--- src/rtl/ram_wb_arbiter_pkg.sv ---
// ram_wb_arb_pkg: shared types and constants for the two-master ram_wb arbiter.
//   arb_state_e : arbiter FSM states (IDLE / OWN0 / OWN1 / GAP)
//   CTI_*       : Wishbone cycle-type codes used on the shared bus
//   SEL_W/CTI_W : fixed byte-select and cycle-type widths
package ram_wb_arb_pkg;

  typedef enum logic [1:0] {
    IDLE = 2'd0,
    OWN0 = 2'd1,
    OWN1 = 2'd2,
    GAP  = 2'd3
  } arb_state_e;

  localparam int SEL_W = 4;
  localparam int CTI_W = 3;

  localparam logic [CTI_W-1:0] CTI_CLASSIC = 3'b000;
  localparam logic [CTI_W-1:0] CTI_INCR    = 3'b010;
  localparam logic [CTI_W-1:0] CTI_EOB     = 3'b111;

endpackage

--- src/rtl/ram_wb_arbiter_if.sv ---
// ram_wb_arb_if: one Wishbone link (master <-> slave).
//   master modport : drives cyc/stb/we/sel/adr/dat_w/cti, receives dat_r/ack(/err)
//   slave  modport : the mirror image
// err exists only when RAM_WB_ARB_TIMEOUT_EN is defined.
interface ram_wb_arb_if #(
  parameter int DAT_WIDTH = 32,
  parameter int ADR_WIDTH = 16
);
  import ram_wb_arb_pkg::*;

  logic                 cyc;
  logic                 stb;
  logic                 we;
  logic [SEL_W-1:0]     sel;
  logic [ADR_WIDTH-1:2] adr;
  logic [DAT_WIDTH-1:0] dat_w;
  logic [CTI_W-1:0]     cti;
  logic [DAT_WIDTH-1:0] dat_r;
  logic                 ack;
`ifdef RAM_WB_ARB_TIMEOUT_EN
  logic                 err;
`endif

`ifdef RAM_WB_ARB_TIMEOUT_EN
  modport master (output cyc, stb, we, sel, adr, dat_w, cti, input dat_r, ack, err);
  modport slave  (input cyc, stb, we, sel, adr, dat_w, cti, output dat_r, ack, err);
`else
  modport master (output cyc, stb, we, sel, adr, dat_w, cti, input dat_r, ack);
  modport slave  (input cyc, stb, we, sel, adr, dat_w, cti, output dat_r, ack);
`endif

endinterface

--- src/rtl/ram_wb_arbiter_rr.sv ---
// ram_wb_arb_rr: two-way round-robin pick.
//   req0/req1 : pending requests
//   last      : index of the master served most recently
//   gnt       : chosen master index (valid when any=1)
//   any       : at least one request pending
// On a tie the master that was not served last wins; a lone requester
// always wins regardless of last.
module ram_wb_arb_rr (
  input  logic req0,
  input  logic req1,
  input  logic last,
  output logic gnt,
  output logic any
);

  assign any = req0 | req1;
  assign gnt = (req0 & req1) ? ~last : req1;

endmodule

--- src/rtl/ram_wb_arbiter.sv ---
// ram_wb_arbiter: two Wishbone masters share one ram_wb slave port.
//   clk_i    : clock, rising edge
//   rst_n_i  : synchronous reset, active low
//   m0, m1   : master links (slave modport), dat_r broadcast, ack to owner only
//   s        : shared slave link (master modport), muxed from the owner
// Grant is round-robin and held for the owner's whole cyc, bursts included.
// A one-cycle GAP follows every ownership so the slave's ack drains before
// the next owner is presented. Nothing in the data path is registered.
// Optional feature macro: RAM_WB_ARB_TIMEOUT_EN -- adds a stall counter that
// aborts an owner stalled for TIMEOUT_CYCLES cycles with a one-cycle err.
module ram_wb_arbiter
  import ram_wb_arb_pkg::*;
#(
  parameter int DAT_WIDTH      = 32,
  parameter int ADR_WIDTH      = 16,
  parameter int TIMEOUT_CYCLES = 255
) (
  input logic           clk_i,
  input logic           rst_n_i,
  ram_wb_arb_if.slave   m0,
  ram_wb_arb_if.slave   m1,
  ram_wb_arb_if.master  s
);

  arb_state_e state, state_nxt;
  logic       last, last_nxt;
  logic       req0, req1, gnt, any;
  logic       tmo;

  assign req0 = m0.cyc & m0.stb;
  assign req1 = m1.cyc & m1.stb;

  ram_wb_arb_rr u_rr (
    .req0 (req0),
    .req1 (req1),
    .last (last),
    .gnt  (gnt),
    .any  (any)
  );

`ifdef RAM_WB_ARB_TIMEOUT_EN
  localparam int CNT_W = $clog2(TIMEOUT_CYCLES + 1);

  logic [CNT_W-1:0] cnt;
  logic             own, own_stb;

  assign own     = (state == OWN0) | (state == OWN1);
  assign own_stb = ((state == OWN0) & m0.stb) | ((state == OWN1) & m1.stb);
  assign tmo     = own & (cnt == CNT_W'(TIMEOUT_CYCLES));

  // Counts stalled strobe cycles of the current owner; any ack or any
  // state change (including the abort itself) starts it over.
  always_ff @(posedge clk_i) begin
    if (!rst_n_i)                           cnt <= '0;
    else if (state_nxt != state || s.ack)   cnt <= '0;
    else if (own_stb)                       cnt <= cnt + 1'b1;
  end
`else
  assign tmo = 1'b0;
`endif

  // Next state / last-served pointer
  always_comb begin
    state_nxt = state;
    last_nxt  = last;
    case (state)
      IDLE: if (any) state_nxt = gnt ? OWN1 : OWN0;
      OWN0: if (!m0.cyc || tmo) begin
        state_nxt = GAP;
        last_nxt  = 1'b0;
      end
      OWN1: if (!m1.cyc || tmo) begin
        state_nxt = GAP;
        last_nxt  = 1'b1;
      end
      GAP:     state_nxt = IDLE;
      default: state_nxt = IDLE;
    endcase
  end

  // last=1 out of reset so m0 wins the first tie
  always_ff @(posedge clk_i) begin
    if (!rst_n_i) begin
      state <= IDLE;
      last  <= 1'b1;
    end else begin
      state <= state_nxt;
      last  <= last_nxt;
    end
  end

  // Owner decode is qualified by rst_n_i so a reset asserted mid-burst
  // silences the slave and the acks in that same cycle.
  logic own0, own1;
  assign own0 = rst_n_i & (state == OWN0);
  assign own1 = rst_n_i & (state == OWN1);

  logic                 s_cyc, s_stb, s_we;
  logic [SEL_W-1:0]     s_sel;
  logic [ADR_WIDTH-1:2] s_adr;
  logic [DAT_WIDTH-1:0] s_dat;
  logic [CTI_W-1:0]     s_cti;

  always_comb begin
    s_cyc = 1'b0;
    s_stb = 1'b0;
    s_we  = 1'b0;
    s_sel = '0;
    s_adr = '0;
    s_dat = '0;
    s_cti = CTI_CLASSIC;
    if (own0) begin
      s_cyc = m0.cyc & ~tmo;
      s_stb = m0.stb & ~tmo;
      s_we  = m0.we;
      s_sel = m0.sel;
      s_adr = m0.adr;
      s_dat = m0.dat_w;
      s_cti = m0.cti;
    end else if (own1) begin
      s_cyc = m1.cyc & ~tmo;
      s_stb = m1.stb & ~tmo;
      s_we  = m1.we;
      s_sel = m1.sel;
      s_adr = m1.adr;
      s_dat = m1.dat_w;
      s_cti = m1.cti;
    end
  end

  assign s.cyc   = s_cyc;
  assign s.stb   = s_stb;
  assign s.we    = s_we;
  assign s.sel   = s_sel;
  assign s.adr   = s_adr;
  assign s.dat_w = s_dat;
  assign s.cti   = s_cti;

  // An ack that coincides with the owner dropping cyc belongs to no one.
  assign m0.ack   = own0 & m0.cyc & s.ack & ~tmo;
  assign m1.ack   = own1 & m1.cyc & s.ack & ~tmo;
  assign m0.dat_r = s.dat_r;
  assign m1.dat_r = s.dat_r;

`ifdef RAM_WB_ARB_TIMEOUT_EN
  assign m0.err = own0 & tmo;
  assign m1.err = own1 & tmo;
`endif

endmodule

--- src/flat_wrapper.sv ---
// flat-port wrapper written by rule: the top's interface ports become plain ports
module ram_wb_arbiter_flat import ram_wb_arb_pkg::*;
#(
  parameter int DAT_WIDTH      = 32,
  parameter int ADR_WIDTH      = 16,
  parameter int TIMEOUT_CYCLES = 255
)
  (clk_i, rst_n_i, m0_cyc, m0_stb, m0_we, m0_sel, m0_adr, m0_dat_w, m0_cti, m0_dat_r, m0_ack, m1_cyc, m1_stb, m1_we, m1_sel, m1_adr, m1_dat_w, m1_cti, m1_dat_r, m1_ack, s_cyc, s_stb, s_we, s_sel, s_adr, s_dat_w, s_cti, s_dat_r, s_ack);
  ram_wb_arb_if #(.DAT_WIDTH(DAT_WIDTH), .ADR_WIDTH(ADR_WIDTH)) m0_i ();
  ram_wb_arb_if #(.DAT_WIDTH(DAT_WIDTH), .ADR_WIDTH(ADR_WIDTH)) m1_i ();
  ram_wb_arb_if #(.DAT_WIDTH(DAT_WIDTH), .ADR_WIDTH(ADR_WIDTH)) s_i ();
  input logic clk_i;
  input logic rst_n_i;
  input wire logic [$bits(m0_i.cyc)-1:0] m0_cyc;
  input wire logic [$bits(m0_i.stb)-1:0] m0_stb;
  input wire logic [$bits(m0_i.we)-1:0] m0_we;
  input wire logic [$bits(m0_i.sel)-1:0] m0_sel;
  input wire logic [$bits(m0_i.adr)-1:0] m0_adr;
  input wire logic [$bits(m0_i.dat_w)-1:0] m0_dat_w;
  input wire logic [$bits(m0_i.cti)-1:0] m0_cti;
  output wire logic [$bits(m0_i.dat_r)-1:0] m0_dat_r;
  output wire logic [$bits(m0_i.ack)-1:0] m0_ack;
  input wire logic [$bits(m1_i.cyc)-1:0] m1_cyc;
  input wire logic [$bits(m1_i.stb)-1:0] m1_stb;
  input wire logic [$bits(m1_i.we)-1:0] m1_we;
  input wire logic [$bits(m1_i.sel)-1:0] m1_sel;
  input wire logic [$bits(m1_i.adr)-1:0] m1_adr;
  input wire logic [$bits(m1_i.dat_w)-1:0] m1_dat_w;
  input wire logic [$bits(m1_i.cti)-1:0] m1_cti;
  output wire logic [$bits(m1_i.dat_r)-1:0] m1_dat_r;
  output wire logic [$bits(m1_i.ack)-1:0] m1_ack;
  output wire logic [$bits(s_i.cyc)-1:0] s_cyc;
  output wire logic [$bits(s_i.stb)-1:0] s_stb;
  output wire logic [$bits(s_i.we)-1:0] s_we;
  output wire logic [$bits(s_i.sel)-1:0] s_sel;
  output wire logic [$bits(s_i.adr)-1:0] s_adr;
  output wire logic [$bits(s_i.dat_w)-1:0] s_dat_w;
  output wire logic [$bits(s_i.cti)-1:0] s_cti;
  input wire logic [$bits(s_i.dat_r)-1:0] s_dat_r;
  input wire logic [$bits(s_i.ack)-1:0] s_ack;
  assign m0_i.cyc = m0_cyc;
  assign m0_i.stb = m0_stb;
  assign m0_i.we = m0_we;
  assign m0_i.sel = m0_sel;
  assign m0_i.adr = m0_adr;
  assign m0_i.dat_w = m0_dat_w;
  assign m0_i.cti = m0_cti;
  assign m0_dat_r = m0_i.dat_r;
  assign m0_ack = m0_i.ack;
  assign m1_i.cyc = m1_cyc;
  assign m1_i.stb = m1_stb;
  assign m1_i.we = m1_we;
  assign m1_i.sel = m1_sel;
  assign m1_i.adr = m1_adr;
  assign m1_i.dat_w = m1_dat_w;
  assign m1_i.cti = m1_cti;
  assign m1_dat_r = m1_i.dat_r;
  assign m1_ack = m1_i.ack;
  assign s_cyc = s_i.cyc;
  assign s_stb = s_i.stb;
  assign s_we = s_i.we;
  assign s_sel = s_i.sel;
  assign s_adr = s_i.adr;
  assign s_dat_w = s_i.dat_w;
  assign s_cti = s_i.cti;
  assign s_i.dat_r = s_dat_r;
  assign s_i.ack = s_ack;
  ram_wb_arbiter #(.DAT_WIDTH(DAT_WIDTH), .ADR_WIDTH(ADR_WIDTH), .TIMEOUT_CYCLES(TIMEOUT_CYCLES)) u_core (.clk_i(clk_i), .rst_n_i(rst_n_i), .m0(m0_i), .m1(m1_i), .s(s_i));
endmodule
--- config.mk ---
export PLATFORM = sky130hd
export DESIGN_NAME = ram_wb_arbiter_flat
export DESIGN_NICKNAME = d
export VERILOG_FILES = /design/src/rtl/ram_wb_arbiter_pkg.sv /design/src/rtl/ram_wb_arbiter_if.sv /design/src/rtl/ram_wb_arbiter_rr.sv /design/src/rtl/ram_wb_arbiter.sv /design/src/flat_wrapper.sv
export SDC_FILE = /design/constraint.sdc
export NUM_CORES = 1
export LEC_CHECK = 0
export ABC_AREA = 1
export BUFFER_PORTS_ARGS = -buffer_cell sky130_fd_sc_hd__buf_2
export CAP_MARGIN = 25
export CORE_AREA = 2 2 104 106
export DETAILED_ROUTE_END_ITERATION = 12
export DIE_AREA = 0 0 106 108
export HOLD_SLACK_MARGIN = 0.05
export SYNTH_ARGS = -nofsm -noshare
export SYNTH_HDL_FRONTEND = slang
export SYNTH_SLANG_ARGS = --single-unit
export TNS_END_PERCENT = 5
--- constraint.sdc ---
create_clock -name clk_i -period 1.6 [get_ports clk_i]
set_input_delay 0.08 -clock clk_i [delete_from_list [all_inputs] [get_ports clk_i]]
set_output_delay 0.08 -clock clk_i [all_outputs]
set_load 0.03 [all_outputs]
; Word-level counts from Yosys, hierarchy flattened
; Cells that the tools add are included.
[word_totals]
register_bits = 3
in_bits = 147
word_cells = 46
[op_classes]
reduce_logical = 4
eq_ne = 6
mux = 23
bitwise_logic = 11
[ops]
columns = operator, count
row1 = $mux W32, 2
row2 = $mux W14, 2
row3 = $and A1 B1 Y1, 9
row4 = $mux W1, 9
row5 = $mux W2, 4
row6 = $mux W4, 2
row7 = $pmux W2 S4, 1
row8 = $mux W3, 2
row9 = $reduce_and A3 Y1, 2
row10 = $eq A2 B2 Y1 const B, 2
row11 = $ne A2 B2 Y1 const B, 2
row12 = $eq A2 B1 Y1 const B, 1
row13 = $logic_not A2 Y1, 1
row14 = $ne A2 B1 Y1 const B, 1
row15 = $pmux W1 S2, 1
row16 = $reduce_bool A2 Y1, 1
row17 = $not A1 Y1, 1
row18 = $or A1 B1 Y1, 1

; Longest topological paths before layout
[logic_depth]
ltp_word = 6
depth_mapped = 9

; Hierarchy
; Synthesis repeated with hierarchy kept, for this count alone.
[unflattened]
cells_unflattened = 293
area_unflattened_um2 = 1550.2
[modules_own_cells]
columns = module, area_per_inst_um2, cells_each, instances
row1 = ram_wb_arbiter, 1535.2, 290, 1
row2 = ram_wb_arb_rr, 15.0, 3, 1

; Worst setup path after synthesis
; Ideal clock, no wire load.
[synth_path]
path_kind = register to output
from = register u_core.state[1]
to = output s_adr[6]
t_required_ns = 1.520
path_stages_with_launch = 8
slack_ns = -0.180
t_arrival_ns = 1.700
path_cell_list = dfxtp_1 > inv_1 > ha_1 > inv_1 > buf_4 > buf_2 > nand2_1 > o21ai_0
[synth_between]
elab_chain_cells = 4
[synth_lines]
columns = element, line_no
row1 = from (decl), ram_wb_arbiter.sv:25  ; arb_state_e state, state_nxt;
row2 = from (signal assigned), ram_wb_arbiter.sv:87  ; state <= state_nxt;
row3 = $eq A2 B2 Y1, ram_wb_arbiter.sv:96  ; assign own1 = rst_n_i & (state == OWN1);
row4 = $and A1 B1 Y1, ram_wb_arbiter.sv:96
row5 = $mux W14, ram_wb_arbiter.sv:120  ; end else if (own1) begin
row6 = $mux W14 *, ram_wb_arbiter.sv:112  ; if (own0) begin
row7 = to (decl), flat_wrapper.sv:36  ; output wire logic [$bits(s_i.adr)-1:0] s_adr;
; Mark *: on every way between the ends. The rest lies on a longest branch, timed or not.

; Worst setup path in the final report
[layout_path]
from = register u_core.state[1]
to = output s_adr[4]
; The elaborated chain is that of the path after synthesis.

==> summary.txt <==
Global routing
  – Grt total ovfl: 0
  – Vias in the first global route: 2000
  – Initial antenna violation count: 0
  – Overall Global Routing Usage: 11.5%
  – Largest net degree at the start of global routing: 36
  – Global-route wire length before repair: 10500 um

Synthesis
  – Mux cell area share after synthesis: 0%
  – Cells after synthesis: 291
  – Syn_nets: 442
  – Post-synthesis adder-cell area fraction: 3.19%
  – Synth Area in Simple Gates: 33.4%
  – Synthesized area: 0.00157 mm^2
  – Main combinational cell family by area after synthesis: buffers and inverters
  – Yosys cell types: 19
  – YS warnings: 0
  – XOR/XNOR Fraction of Synth Area: 0%
  – Post-Syn Area per Cell: 5.40 um^2
  – Sequential cell area fraction in the yosys report: 3.82%
  – Synth Area in Compound Gates: 18.5%
  – #FFs+latches synth: 3

Hold path
  – Worst hold-check path type: in -> reg
  – Hold path startpoint: rst_n_i

Floorplan
  – Die area: 0.0114 mm^2
  – IO Pins: 269
  – Die Width: 106 um
  – Core footprint: 0.0102 mm^2
  – Starting Density: 15.3%
  – Die Span Y: 108 um
  – # rows: 37

Setup path
  – Crit. End Element: output port
  – CP Cell Sequence: inv_4, ha_4, nand2_8, clkinv_8, clkbuf_16, nand2_1, o21ai_1, buf_4
  – CP max FO: 8
  – Crit path largest cell delay: 0.35 ns
  – Crit path from: u_core.state[1]$_SDFFE_PN0P_
  – Worst path slowest cell: dfxtp_4
  – Arr. time, crit path: 1.49 ns
  – CP Launch Type: flop
  – Worst R2R End: u_core.state[1]$_SDFFE_PN0P_
  – Critical Path Sink: s_adr[4]
  – Reg2reg start: u_core.state[1]$_SDFFE_PN0P_
  – R2r worst-path depth: 8
  – CP required: 1.52 ns
  – Worst reg-to-reg setup slack: 0.26 ns
  – Crit path kind: reg -> out

CTS
  – Clk slew on worst S/H paths: 0.03 ns
  – Max H-tree Level: 1
  – CTS max path bufs: 2
  – CTS Buf Count: 3
  – Root buffer cell: clkbuf_8
  – Worst-Skew Late Latency: 0.21 ns
  – CTS tree: done
  – CTS sink count: 3

Final layout
  – Most frequent cells in the layout: buf_2 (115), nand2_1 (110), buf_4 (49)
  – Most common cell after layout, fill and taps aside: buf_2
  – Fillers: 1192
  – N_diodes: 0
  – Fin nets: 556
  – Syn-to-layout area delta: 73.5%
  – Layout cells sized above 1: 56.4%

STA
  – Final slew viol count: 0
  – Hold violation count in the final report: 0
  – Peak Freq: 0.638 GHz
  – Slew margin rel.: 85.6%
  – Fin Clk Skew: 0.000760 ns
  – Min Tclk post-route: 1.57 ns
  – Final worst-path cycle share: 98.0%
  – Unrepaired setup endpoints after global routing: true
  – Finish-stage setup viols: 0
  – Post-Route Setup TNS: 0 ns
  – Worst slew pin tran: 0.215 ns

Route
  – DRT Wirelength: 8060 um
  – Wire length per cell: 14.9 um
  – TritonRoute pass-1 iters: 5
  – Vias per std cell: 4.11
  – DRC Markers: 0
  – Initial DRC Count: 124
  – Final ANT Viol Nets: 0
  – Via count: 2218

Power and ir drop
  – Total Power: 4.10 mW
  – Pleak: 1.46 nW
  – Max VDD drop: 1.15 mV
  – PD cells: 1510 mW/mm^2

Placed design
  – GPL Wtd Cong: 0.783
  – Port Buf Inserts: 172
  – Post-DP HPWL: 5450 um

Run
  – Max Cap Violations: 0

Outcome
  – Status: completed
cell usage after synthesis:
library cell,n,share of area [%]
buf_2,5,1.6
o21ai_1,9,2.9
nor2_1,5,1.2
a21oi_1,1,0.32
nand2_1,124,30
inv_1,8,1.9
clkbuf_1,2,0.48
nand2_2,1,0.40
buf_8,4,3.8
buf_6,1,0.72
o21ai_0,48,15
inv_2,1,0.24
ha_1,4,3.2
clkbuf_2,4,1.3
nand3_1,4,1.3
dfxtp_1,3,3.8
nand4_1,1,0.40
buf_4,65,31
nor3b_1,1,0.48
sequential cells by signal, indices dropped and copies added, names as in the netlist:
| register | cells |
|---|---|
| u_core.last | 1 |
| u_core.state | 2 |
metal layers:
| layer | track usage (%) | vias up | share of wire [%] |
|---|---|---|---|
| li1 | - | 1088 | - |
| met1 | 14.4 | 969 | 41 |
| met2 | 19.2 | 146 | 47 |
| met3 | 4.16 | 15 | 10 |
| met4 | 2.44 | 0 | 1.5 |
| met5 | 0 | - | 0 |
cells by family after synthesis:
group                      count (synthesis)
adders and majority gates                  4
DFF                                        3
buffers and inverters                     90
AOI/OAI and AO/OA                         58
and+or+nand+nor                          136
worst min path at each step:
stage                          endpoint  cells after the start
4_1_cts        u_core.last$_SDFFE_PN1P_                      2
6_report       u_core.last$_SDFFE_PN1P_                      2
3_5_place_dp               m0_dat_r[15]                      0
5_1_grt                    m1_dat_r[16]                      0
3_3_place_gp               m0_dat_r[15]                      0
2_1_floorplan  u_core.last$_SDFFE_PN1P_                      1
what timing repair did:
| item | 4_1_cts | 5_1_grt |
|---|---|---|
| pin swaps | 0 | 2 |
| endpoints found under the setup margin | 57 | 56 |
| hold buffers | 0 | 0 |
| setup buffers | 0 | 1 |
| gates cloned | 2 | 8 |
| gates resized for setup | 73 | 92 |
critical path: cells and delay by family (launching register included):
family                     cells  cell delay (ns)
AOI/OAI and AO/OA              1             0.08
adders and majority gates      1             0.20
buffers and inverters          4             0.49
DFF                            1             0.35
and+or+nand+nor                2             0.15
through the flow:
step                      hold WS [ns]  setup WS [ns]  instance area [um^2]  cells  util [%]
after floorplan                  0.164         -0.180                  1570    291         -
after global placement           0.160         0.0785                  2100    525      20.6
after detailed placement         0.160         0.0671                  2100    525      20.6
after CTS                        0.128        0.00295                  2370    531      23.2
after global routing             0.160        -0.0400                  2720    540      26.6
final                            0.160         0.0326                  2720    540      26.6
cell type report:
| cell class | instances | area, um^2 | area share, % |
|---|---|---|---|
| sequential | 3 | 65.1 | 2.39 |
| multi-input combinational | 198 | 982 | 36.1 |
| clock buffer | 4 | 45.0 | 1.65 |
| timing repair buffer | 189 | 1390 | 51.0 |
| tap | 136 | 170 | 6.25 |
| timing repair inverter | 1 | 16.3 | 0.597 |
| inverter | 9 | 56.3 | 2.07 |
report_power, final:
part / internal [mW] / total [mW] / leakage (nW) / switching, mW
combinational: 1.55 / 3.72 / 1.41 / 2.17
clock: 0.170 / 0.216 / 0.0228 / 0.0465
sequential: 0.124 / 0.167 / 0.0257 / 0.0436
total: 1.84 / 4.10 / 1.46 / 2.26
(Power assumes the default switching activity.)
